==> config.mk <==
export PLATFORM = sky130hd
export DESIGN_NAME = div_unit_flat
export DESIGN_NICKNAME = d
export VERILOG_FILES = /design/src/rtl/div_unit_if.sv /design/src/rtl/div_unit.sv /design/src/flat_wrapper.sv
export SDC_FILE = /design/constraint.sdc
export NUM_CORES = 1
export LEC_CHECK = 0
export CAP_MARGIN = 30
export CORE_ASPECT_RATIO = 2
export CORE_MARGIN = 10
export CORE_UTILIZATION = 42
export CTS_BUF_LIST = sky130_fd_sc_hd__clkbuf_8 sky130_fd_sc_hd__clkbuf_16
export CTS_CLUSTER_SIZE = 8
export DETAILED_ROUTE_END_ITERATION = 7
export DONT_BUFFER_PORTS = 1
export GPL_TIMING_DRIVEN = 0
export PLACE_DENSITY = 0.61
export SYNTH_ARGS = -nofsm -noshare
export SYNTH_HDL_FRONTEND = slang
export SYNTH_SLANG_ARGS = --single-unit
export TNS_END_PERCENT = 10
==> constraint.sdc <==
create_clock -name clk -period 12.9 [get_ports clk]
set_input_delay 0 -clock clk [delete_from_list [all_inputs] [get_ports clk]]
set_output_delay 0 -clock clk [all_outputs]
set_load 0.03 [all_outputs]
==> src/rtl/div_unit_if.sv <==
// Operand/result bundle between an issuer and the iterative divider.
// Optional div_zero flag exists only when DIV_ZERO_FAST_EN is defined.
interface div_unit_if #(parameter int WIDTH = 32);
   logic             ena;
   logic             start;
   logic             is_signed;
   logic [WIDTH-1:0] dividend;
   logic [WIDTH-1:0] divisor;
   logic             busy;
   logic             done;
   logic [WIDTH-1:0] q;
   logic [WIDTH-1:0] r;
`ifdef DIV_ZERO_FAST_EN
   logic             div_zero;
`endif

   modport slave (
      input  ena, start, is_signed, dividend, divisor,
      output busy, done, q, r
`ifdef DIV_ZERO_FAST_EN
      , output div_zero
`endif
   );

   modport master (
      output ena, start, is_signed, dividend, divisor,
      input  busy, done, q, r
`ifdef DIV_ZERO_FAST_EN
      , input  div_zero
`endif
   );
endinterface

==> src/rtl/div_unit.sv <==
// Iterative restoring divider (DIV/DIVU), one quotient bit per cycle, results held until next start.
// Build option DIV_ZERO_FAST_EN: zero divisor skips iterations and raises div_zero with done.
module div_unit #(
   parameter int WIDTH = 32
) (
   input  logic       clk,
   input  logic       rst,
   div_unit_if.slave  bus
);

   localparam logic [1:0] S_IDLE = 2'd0;
   localparam logic [1:0] S_CALC = 2'd1;
   localparam logic [1:0] S_FIN  = 2'd2;
   localparam int         CW     = $clog2(WIDTH + 1);
   localparam logic [CW-1:0] LAST = CW'(WIDTH);

   logic [1:0]       state;
   logic [CW-1:0]    cnt;
   logic [WIDTH-1:0] rem, quo, dvs, dvd_raw;
   logic             neg_q, neg_r, dz;
   logic             busy_q, done_q;
   logic [WIDTH-1:0] q_q, r_q;

   logic [WIDTH:0]   shifted;
   logic [WIDTH-1:0] diff, fin_q, fin_r, abs_dvd, abs_dvs;
   logic             dvd_neg, dvs_neg;

   always_comb begin
      dvd_neg = bus.is_signed & bus.dividend[WIDTH-1];
      dvs_neg = bus.is_signed & bus.divisor[WIDTH-1];
      abs_dvd = dvd_neg ? -bus.dividend : bus.dividend;
      abs_dvs = dvs_neg ? -bus.divisor  : bus.divisor;
      // Partial remainder is kept one bit wider during the compare; the difference always fits WIDTH.
      shifted = {rem, quo[WIDTH-1]};
      diff    = shifted[WIDTH-1:0] - dvs;
      fin_q   = dz ? '1      : (neg_q ? -quo : quo);
      fin_r   = dz ? dvd_raw : (neg_r ? -rem : rem);
   end

`ifdef DIV_ZERO_FAST_EN
   logic dz_flag;
   assign bus.div_zero = dz_flag;
`endif

   always_ff @(posedge clk or posedge rst) begin
      if (rst) begin
         state   <= S_IDLE;
         cnt     <= '0;
         rem     <= '0;
         quo     <= '0;
         dvs     <= '0;
         dvd_raw <= '0;
         neg_q   <= 1'b0;
         neg_r   <= 1'b0;
         dz      <= 1'b0;
         busy_q  <= 1'b0;
         done_q  <= 1'b0;
         q_q     <= '0;
         r_q     <= '0;
`ifdef DIV_ZERO_FAST_EN
         dz_flag <= 1'b0;
`endif
      end else if (bus.ena) begin
         case (state)
            S_IDLE: begin
               if (bus.start) begin
                  rem     <= '0;
                  quo     <= abs_dvd;
                  dvs     <= abs_dvs;
                  dvd_raw <= bus.dividend;
                  neg_q   <= dvd_neg ^ dvs_neg;
                  neg_r   <= dvd_neg;
                  dz      <= (bus.divisor == '0);
                  busy_q  <= 1'b1;
                  state   <= S_CALC;
`ifdef DIV_ZERO_FAST_EN
                  // Zero divisor jumps straight to the finishing edge.
                  cnt     <= (bus.divisor == '0) ? LAST : '0;
`else
                  cnt     <= '0;
`endif
               end
            end
            S_CALC: begin
               if (cnt == LAST) begin
                  q_q    <= fin_q;
                  r_q    <= fin_r;
                  done_q <= 1'b1;
                  state  <= S_FIN;
`ifdef DIV_ZERO_FAST_EN
                  dz_flag <= dz;
`endif
               end else begin
                  if (shifted >= {1'b0, dvs}) begin
                     rem <= diff;
                     quo <= {quo[WIDTH-2:0], 1'b1};
                  end else begin
                     rem <= shifted[WIDTH-1:0];
                     quo <= {quo[WIDTH-2:0], 1'b0};
                  end
                  cnt <= cnt + 1'b1;
               end
            end
            S_FIN: begin
               done_q <= 1'b0;
               busy_q <= 1'b0;
               state  <= S_IDLE;
`ifdef DIV_ZERO_FAST_EN
               dz_flag <= 1'b0;
`endif
            end
            default: state <= S_IDLE;
         endcase
      end
   end

   assign bus.busy = busy_q;
   assign bus.done = done_q;
   assign bus.q    = q_q;
   assign bus.r    = r_q;

endmodule

==> src/flat_wrapper.sv <==
// flat-port wrapper written by rule: the top's interface ports become plain ports
module div_unit_flat 
#(
   parameter int WIDTH = 32
)
  (clk, rst, bus_ena, bus_start, bus_is_signed, bus_dividend, bus_divisor, bus_busy, bus_done, bus_q, bus_r);
  div_unit_if #(.WIDTH(WIDTH)) bus_i ();
  input  logic clk;
  input  logic rst;
  input wire logic [$bits(bus_i.ena)-1:0] bus_ena;
  input wire logic [$bits(bus_i.start)-1:0] bus_start;
  input wire logic [$bits(bus_i.is_signed)-1:0] bus_is_signed;
  input wire logic [$bits(bus_i.dividend)-1:0] bus_dividend;
  input wire logic [$bits(bus_i.divisor)-1:0] bus_divisor;
  output wire logic [$bits(bus_i.busy)-1:0] bus_busy;
  output wire logic [$bits(bus_i.done)-1:0] bus_done;
  output wire logic [$bits(bus_i.q)-1:0] bus_q;
  output wire logic [$bits(bus_i.r)-1:0] bus_r;
  assign bus_i.ena = bus_ena;
  assign bus_i.start = bus_start;
  assign bus_i.is_signed = bus_is_signed;
  assign bus_i.dividend = bus_dividend;
  assign bus_i.divisor = bus_divisor;
  assign bus_busy = bus_i.busy;
  assign bus_done = bus_i.done;
  assign bus_q = bus_i.q;
  assign bus_r = bus_i.r;
  div_unit #(.WIDTH(WIDTH)) u_core (.clk(clk), .rst(rst), .bus(bus_i));
endmodule
==> out/metrics.yaml <==
status: "complete, no violations"
drive_above_1_share: 0.0440
seqCellArea_mm2: 0.00513
slowest_stage: "o31ai_1"
synth.mux.area_fraction: 0.0116
yosys.area_share.simple: 0.197
cp_max_fo: 10
rsz0062_at_grt: "no"
ys_warn_count: 0
drv_slew: 0
synthDistinctLibCells: 79
synth_area_per_cell_um2: 8.30
overflow: 0
final.setup_skew_ns: 0.0174
clock_latency_ns: 0.55
dieArea_mm2: 0.0385
grt_util_all_layers: 0.232
syn-cell-area_mm2: 0.0129
syn_to_final_growth_pct: 17.0
die_x_um: 144
path_delay_family: "compound AO/OA/AOI/OAI gates"
synth_top_cell_by_area: "dfrtp_1"
n_fill_cell: 2877
setup_tns_ns: 0
rows: 90
cp-start-kind: "register"
grt_pass1_vias: 12300
cp_num_buf_inv: 3
synth_edf_count: 0
layout.nets: 1790
drcViolationCount: 0
clock-sinks: 205
setup.worst_path.class: "register to register"
slew_headroom: 0.397
crit_required_ns: 13.32
hp-class: "input pin to register"
tightest_slew_ns: 0.905
cts-root-buf: "clkbuf_16"
final-hold-violation-count: 0
synth_compound_area_frac: 0.209
path_clk_slew_ns: 0.05
cts_tree: "yes"
cp.arrival_ns: 4.33
max-cap-violations: 0
cts_max_path_buffers: 3
setup_viol: 0
netlist_instances: 1553
fp.dieH_um: 268
postCtsSetupBuffers: 0
syn-num-nets: 1661
wl_per_cell_um: 22.2
multi_input_area_mm2: 0.00717
synthArstFlopShare: 1.00
p_per_area_mw_per_mm2: 250
p_leak_uw: 0.00651
p_total_uw: 3770
synth_top_family_by_area: "compound AO/OA/AOI/OAI gates"
finalWeightedCongestion: 0.930
netlist.area_leader.share: 0.398
max_freq_mhz: 256
slowest_delay_ns: 0.70
portBuffers: 0
ys.flop_type: "dfrtp_1"
synth_fa_ha_area_frac: 0.0384
drt_first_iter_violations: 558
fin_crit_ns: 3.91
grt_antenna_before_repair: 1
dp_hpwl_um: 35100
drtAntennaViolNets: 0
fp.coreArea_mm2: 0.0303
endpoint_kind: "register"
drtPass1Iterations: 5
routed_via_density: 5.83
start_util: 0.426
ys_seq_elements: 205
routed_wl_um: 45500
peakVddDrop_mv: 0.128
period_share: 0.303
ys_seq_area_frac: 0.398
cts_max_level: 1
io_pins: 135
routed-via-count: 12000
worstPathCellList: "ha_1 -> clkbuf_1 -> and4_1 -> o2bb2ai_1 -> a31o_2 -> o31ai_1 -> a211oi_1 -> nor2_1 -> buf_4 -> buf_2 -> nand3_1 -> o311ai_0"
synth-xor-area-share: 0.0991
cts_buffers: 29
ys_top_cells_by_area: "dfrtp_1 40%, nand2_1 8.1%, xor2_1 7.1%"
grt_pass1_wl_um: 68700
grt_start_max_net_pins: 116
power breakdown:
group | switching (µW) | internal (µW)
clock network | 280 | 390
logic | 1220 | 777
registers | 252 | 856
total | 1750 | 2020
cell type report:
class,instances,area share
Clock buffer,29,0.0481
Antenna cell,1,0.000166
Buffer,88,0.0260
Clock inverter,1,0.000332
Timing Repair Buffer,98,0.0655
Tap cell,368,0.0305
Multi-Input combinational cell,1204,0.475
Inverter,56,0.0144
Sequential cell,205,0.340
metrics by stage:
| stage | util | instances | setup slack [ns] | cell area [µm²] | hold slack, ns |
|---|---|---|---|---|---|
| 2_1_floorplan | - | 1553 | 7.30 | 12900 | 0.0962 |
| 3_3_place_gp | 0.441 | 1921 | 5.00 | 13400 | 0.109 |
| 3_5_place_dp | 0.442 | 1924 | 8.99 | 13400 | 0.0683 |
| 4_1_cts | 0.498 | 2049 | 8.96 | 15100 | 0.00108 |
| 5_1_grt | 0.498 | 2050 | 8.78 | 15100 | 0.0947 |
| 6_report | 0.498 | 2050 | 8.99 | 15100 | 0.0134 |
layer usage:
| metal | global-route usage | up-vias | routed length, µm |
|---|---|---|---|
| li1 | - | 5695 | - |
| met1 | 0.204 | 5726 | 14600 |
| met2 | 0.465 | 391 | 25900 |
| met3 | 0.0292 | 141 | 1960 |
| met4 | 0.152 | 0 | 3090 |
| met5 | 0 | - | 0 |
path summary, 6_finish.rpt:
check | from | end | slack (ns) | depth (start not counted)
worst max-delay path | u_core.rem[9] | u_core.rem[7] | 8.99 | 12
worst min-delay path | bus_dividend[1] | u_core.quo[5] | 0.01 | 6
worst max register to register | u_core.rem[9] | u_core.rem[7] | 8.99 | 12
worst min register to register | u_core.dvs[11] | u_core.dvs[11] | 0.47 | 2
max in group asynchronous | rst | u_core.bus.r[10] | 11.88 | 3
min in group asynchronous | rst | u_core.bus.q[0] | 0.08 | 2
cells in the final DEF (no fill, tap or decap), types with 6 or more instances in the layout:
cell type / n
a211oi_1: 7
a21o_1: 14
a21oi_1: 113
a31oi_1: 9
a32oi_1: 7
and2_1: 6
and3_1: 7
buf_2: 9
clkbuf_1: 71
clkbuf_16: 29
dfrtp_1: 205
dlygate4sd3_1: 95
ha_1: 38
inv_1: 55
mux2i_1: 15
nand2_1: 277
nand2b_1: 11
nand3_1: 43
nand4_1: 12
nor2_1: 118
nor3_1: 12
nor4_1: 15
o211ai_1: 7
o21ai_0: 171
o21ai_1: 12
o311ai_0: 18
o31ai_1: 32
o41ai_1: 13
or3_1: 18
or4_1: 7
xnor2_1: 41
xor2_1: 105
worst register-to-register path: stages, from the launching register on:
cell	delay, ns
dfrtp_1	0.44
ha_1	0.29
clkbuf_1	0.19
and4_1	0.28
o2bb2ai_1	0.23
a31o_2	0.29
o31ai_1	0.70
a211oi_1	0.21
nor2_1	0.26
buf_4	0.27
buf_2	0.31
nand3_1	0.15
o311ai_0	0.15
synthesized netlist by cell type (18+ instances only):
library cell	instances
o311ai_0	18
clkbuf_1	71
a21oi_1	113
nor2_1	118
o31ai_1	32
nand3_1	43
o21ai_0	171
or3_1	18
xor2_1	105
inv_1	56
ha_1	38
nand2_1	277
dfrtp_1	205
xnor2_1	41
state kept, by name, summed over array words and instances, names as in the netlist:
name and flops:
u_core.dz 1, u_core.neg_r 1, u_core.bus.r 32, u_core.cnt 6, u_core.bus.q 32, u_core.state 2, u_core.quo 32, u_core.bus.done 1
u_core.dvd_raw 32, u_core.dvs 32, u_core.neg_q 1, u_core.bus.busy 1, u_core.rem 32
cells by family after synthesis:
group / after synthesis
muxes: 15
DFF: 205
xor gates and xnor gates: 146
and+or+nand+nor: 562
adders and majority gates: 39
AOI/OAI and AO/OA: 442
buffers and inverters: 144
what timing repair did:
action / CTS / global route
hold buffers: 95 / 0
hold endpoints to repair: 217 / 0
gates resized for setup: 0 / 0
No activity file was read; power rests on OpenSTA's default activity.
